--- src/rtl/uart_rx.sv ---
// 8N1 serial receiver: 2-FF input synchronizer, mid-bit sampling FSM and a
// one-entry valid/ready holding register with framing-error and overrun flags.
module uart_rx #(
   parameter int WIDTH        = 8,
   parameter int CLKS_PER_BIT = 2
) (
   input  logic             clk,
   input  logic             rst_n,
   input  logic             rx_line,
   output logic [WIDTH-1:0] data_out,
   output logic             data_valid,
   input  logic             data_ready,
   output logic             frame_err,
   output logic             overrun
);

   localparam int HALF  = CLKS_PER_BIT / 2;
   localparam int CNT_W = $clog2(CLKS_PER_BIT);
   localparam int BIT_W = $clog2(WIDTH + 1);
   localparam logic [CNT_W-1:0] CNT_LAST = CNT_W'(CLKS_PER_BIT - 1);
   localparam logic [CNT_W-1:0] CNT_HALF = CNT_W'(HALF - 1);
   localparam logic [BIT_W-1:0] BIT_LAST = BIT_W'(WIDTH - 1);

   typedef enum logic [2:0] {
      S_IDLE,
      S_START,
      S_DATA,
      S_STOP,
      S_WAIT_HI
   } state_t;

   state_t             state_q, state_d;
   logic               rx_meta_q, rx_sync_q;
   logic [CNT_W-1:0]   clk_cnt_q, clk_cnt_d;
   logic [BIT_W-1:0]   bit_cnt_q, bit_cnt_d;
   logic [WIDTH-1:0]   shift_q, shift_d;
   logic [WIDTH-1:0]   data_q, data_d;
   logic               valid_q, valid_d;
   logic               ferr_q, ferr_d;
   logic               ovr_q, ovr_d;
   logic               commit;
   logic               rxs;

   assign rxs = rx_sync_q;

   always_ff @(posedge clk) begin
      if (!rst_n) begin
         state_q   <= S_IDLE;
         rx_meta_q <= 1'b1;
         rx_sync_q <= 1'b1;
         clk_cnt_q <= '0;
         bit_cnt_q <= '0;
         shift_q   <= '0;
         data_q    <= '0;
         valid_q   <= 1'b0;
         ferr_q    <= 1'b0;
         ovr_q     <= 1'b0;
      end else begin
         state_q   <= state_d;
         rx_meta_q <= rx_line;
         rx_sync_q <= rx_meta_q;
         clk_cnt_q <= clk_cnt_d;
         bit_cnt_q <= bit_cnt_d;
         shift_q   <= shift_d;
         data_q    <= data_d;
         valid_q   <= valid_d;
         ferr_q    <= ferr_d;
         ovr_q     <= ovr_d;
      end
   end

   always_comb begin
      state_d   = state_q;
      clk_cnt_d = clk_cnt_q;
      bit_cnt_d = bit_cnt_q;
      shift_d   = shift_q;
      data_d    = data_q;
      valid_d   = valid_q;
      ferr_d    = 1'b0;
      ovr_d     = ovr_q;
      commit    = 1'b0;

      if (valid_q && data_ready) valid_d = 1'b0;

      case (state_q)
         S_IDLE: begin
            if (!rxs) begin
               state_d   = S_START;
               clk_cnt_d = '0;
            end
         end
         S_START: begin
            if (clk_cnt_q == CNT_HALF) begin
               clk_cnt_d = '0;
               bit_cnt_d = '0;
               state_d   = rxs ? S_IDLE : S_DATA;
            end else begin
               clk_cnt_d = clk_cnt_q + CNT_W'(1);
            end
         end
         S_DATA: begin
            if (clk_cnt_q == CNT_LAST) begin
               clk_cnt_d = '0;
               // LSB arrives first, so shifting in from the top leaves it at bit 0
               shift_d   = {rxs, shift_q[WIDTH-1:1]};
               bit_cnt_d = bit_cnt_q + BIT_W'(1);
               if (bit_cnt_q == BIT_LAST) state_d = S_STOP;
            end else begin
               clk_cnt_d = clk_cnt_q + CNT_W'(1);
            end
         end
         S_STOP: begin
            if (clk_cnt_q == CNT_LAST) begin
               clk_cnt_d = '0;
               if (rxs) begin
                  commit  = 1'b1;
                  state_d = S_IDLE;
               end else begin
                  ferr_d  = 1'b1;
                  state_d = S_WAIT_HI;
               end
            end else begin
               clk_cnt_d = clk_cnt_q + CNT_W'(1);
            end
         end
         S_WAIT_HI: begin
            if (rxs) state_d = S_IDLE;
         end
         default: state_d = S_IDLE;
      endcase

      // A same-cycle accept frees the holding register for the new byte
      if (commit) begin
         if (!valid_q || data_ready) begin
            data_d  = shift_q;
            valid_d = 1'b1;
         end else begin
            ovr_d = 1'b1;
         end
      end
   end

   assign data_out   = data_q;
   assign data_valid = valid_q;
   assign frame_err  = ferr_q;
   assign overrun    = ovr_q;

endmodule
--- config.mk ---
export PLATFORM = sky130hd
export DESIGN_NAME = uart_rx
export DESIGN_NICKNAME = d
export VERILOG_FILES = /design/src/rtl/uart_rx.sv
export SDC_FILE = /design/constraint.sdc
export NUM_CORES = 1
export LEC_CHECK = 0
export ABC_AREA = 1
export CAP_MARGIN = 5
export CORE_UTILIZATION = 45
export CTS_CLUSTER_SIZE = 14
export DETAILED_ROUTE_END_ITERATION = 6
export PLACE_DENSITY = 0.67
export SYNTH_ARGS = -nofsm -noshare
export SYNTH_HDL_FRONTEND = slang
export SYNTH_SLANG_ARGS = --single-unit
--- constraint.sdc ---
create_clock -name clk -period 2.4 [get_ports clk]
set_input_delay 0.6 -clock clk [delete_from_list [all_inputs] [get_ports clk]]
set_output_delay 0.6 -clock clk [all_outputs]
set_load 0.05 [all_outputs]
==> results.tsv <==
stage	metric	value	unit
status	outcome	finished, final reports clean	
setup_path	cpLargestDelayFamily	buffers and inverters	
sta	final.period_utilization	87.8	%
cts	post_cts_buffers	0	
grt	antenna_found_initial	0	
sta	relSlewSlack	65.7	%
grt	grt_pass1_vias	928	
die	die_h	54.5	um
cts	cts_buffer_depth	2	
sta	slew_violations	0	
cts	clock_sink_count	29	
setup_path	crit_type	flip-flop to output port	
grt	grt_max_degree	19	
sta	rsz0062_at_grt	false	
grt	grt_overflow	0	
setup_path	path_buf_inv	1	
logic_synthesis	syn_avg_cell_area	7.37	um^2
routing	post_drt_wl_per_cell	10.9	um
routing	wirelength	2.37	mm
grt	grt_first_pass_wirelength	3.76	mm
routing	num_vias	1093	
power	ir_worst_vdd	567	uV
cells_and_area	final_common_cell	nand2_1	
cells_and_area	n_antenna_cell	0	
cts	clkSlewWorstSetupHoldPaths	0.10	ns
logic_synthesis	synth_area	1240	um^2
routing	viasPerCell	5.04	
placement	dp_hpwl	1.64	mm
routing	drt_pre_antenna_iters	4	
setup_path	cpMaxStageDelayCell	clkdlybuf4s50_1	
power	p_per_area	814	nW/um^2
cts	cts-resized-gates	0	
logic_synthesis	synth_nets	173	
die	start_util	48.7	%
sta	final-hold-violation-count	0	
setup_path	cp_max_fo	2	
cts	cts-root-buf	clkbuf_4	
placement	port_buffers	14	
cells_and_area	fin_area	1460	um^2
power	leakagePower	0.000587	uW
cts	htree_levels	2	
setup_path	crit_path_end_kind	output port	
job	max-cap-violations	0	
routing	dr.first_iter.drc_count	23	
logic_synthesis	synthCells	168	
cells_and_area	drive_above_1_share	12.3	%
sta	finalSetupViolations	0	
cells_and_area	fillCellCount	256	
cells_and_area	final_cell_mix	nand2_1 (38), dfxtp_1 (29), nand3_1 (21)	
die	die_w	54.5	um
routing	drt.antenna.violating_nets	0	
logic_synthesis	ys_types	21	
die	dieArea	2970	um^2
cts	cts_tree	built	
sta	min_period	2.11	ns
sta	fin_skew	0.00793	ns
setup_path	max_stage_delay	0.81	ns
die	num_rows	18	
setup_path	crit_chain	clkdlybuf4s50_1	
sta	setup_tns	0	ns
logic_synthesis	seq_area_frac_synth	46.9	%
sta	max_freq	0.475	GHz
placement	gp_congestion	0.813	
sta	tightest_slew	0.514	ns
die	ios	15	
cts	holdBufCountCts	0	
setup_path	cp.arrival	1.51	ns
cts	cts_buffers	5	
grt	gr-usage-all-layers	18.7	%
worst_hold_path	min_path_type	flip-flop to flip-flop	
die	core_area	2540	um^2
setup_path	worstPathRequired	1.80	ns
cells_and_area	fin_nets	191	
placement	post_dp_cell_area	1400	um^2
cells_and_area	area_growth	17.8	%
cts	insertion_delay	0.35	ns
setup_path	start_kind	flip-flop	
logic_synthesis	yosys_register_bits	29	
routing	drc	0	
logic_synthesis	ys_warn_count	0	
==> registers in the layout (all words and copies together) (netlist names) <==
signal	flops
bit_cnt_q	4
clk_cnt_q	1
data_out	8
data_valid	1
frame_err	1
overrun	1
rx_meta_q	1
rx_sync_q	1
shift_q	8
state_q	3
==> final timing paths <==
kind | to | slack [ns] | cells past startpoint | start
max | data_valid | 0.29 | 1 | data_valid
min | rx_sync_q | 0.44 | 1 | rx_meta_q
max reg2reg | bit_cnt_q[1] | 0.77 | 8 | state_q[2]
min reg2reg | rx_sync_q | 0.44 | 1 | rx_meta_q
==> layer usage <==
metal  track usage [%]  part of all wire, %  vias to the layer above
li1                  -                    -                      577
met1              20.1                   45                      489
met2              30.5                   48                       20
met3              5.83                  3.4                        7
met4              14.1                  3.3                        0
met5                 0                    0                        -
==> final cells by class <==
cell class	count	area, um^2	share of cell area, %
Clock inverter	3	17.5	1.20
Sequential cell	29	581	39.8
Tap cell	30	37.5	2.57
Clock buffer	5	37.5	2.57
Inverter	15	56.3	3.86
Multi-Input combinational cell	118	567	38.9
Timing Repair Buffer	17	163	11.1
==> through the flow <==
stage / worst slack (ns) / std cells / util (%) / hold slack, ns / total power (uW)
after floorplan: 0.885 / 168 / - / 0.393 / 836
after global placement: 0.475 / 209 / 55.2 / 0.400 / 891
after detailed placement: 0.452 / 209 / 55.2 / 0.398 / 898
after CTS: 0.283 / 217 / 57.3 / 0.431 / 1200
after global routing: 0.240 / 217 / 57.3 / 0.475 / 1270
final: 0.293 / 217 / 57.3 / 0.441 / 1190
==> report_power, final <==
| group | leakage, uW | switching, uW | internal (uW) |
|---|---|---|---|
| Clock | 0.0000310 | 187 | 110 |
| Sequential | 0.000235 | 44.3 | 522 |
| Combinational | 0.000321 | 217 | 107 |
==> cell usage after synthesis <==
| master | count | share of area (%) |
|---|---|---|
| nand3_1 | 21 | 8.5 |
| dfxtp_1 | 29 | 47 |
| or2_2 | 3 | 1.5 |
| nor3_2 | 1 | 0.81 |
| nand4_1 | 1 | 0.51 |
| a21oi_1 | 20 | 8.1 |
| nor3_1 | 2 | 0.81 |
| inv_2 | 1 | 0.30 |
| nand3_2 | 1 | 0.81 |
| nor2_2 | 2 | 1.0 |
| nand2_1 | 38 | 12 |
| nand2_2 | 1 | 0.51 |
| clkbuf_1 | 2 | 0.61 |
| nor2_1 | 20 | 6.1 |
| buf_2 | 1 | 0.40 |
| o21ai_0 | 3 | 1.2 |
| xor2_1 | 1 | 0.71 |
| nand2_4 | 3 | 2.7 |
| inv_1 | 14 | 4.2 |
| ha_1 | 1 | 1.0 |
| buf_4 | 3 | 1.8 |
==> kinds of logic (layout without fill, tap and decap cells) <==
kind of cell	count (synthesis)	count (layout)	share of synthesized area, %
XOR/XNOR	1	1	0.707
AO/OA/AOI/OAI	23	23	9.29
AND/OR/NAND/NOR	93	93	34.7
adder cells (fa/ha/maj)	1	1	1.01
buffers and inverters	21	40	7.37
flip-flops	29	29	46.9
Note: power is estimated with default switching activity, not from simulation.
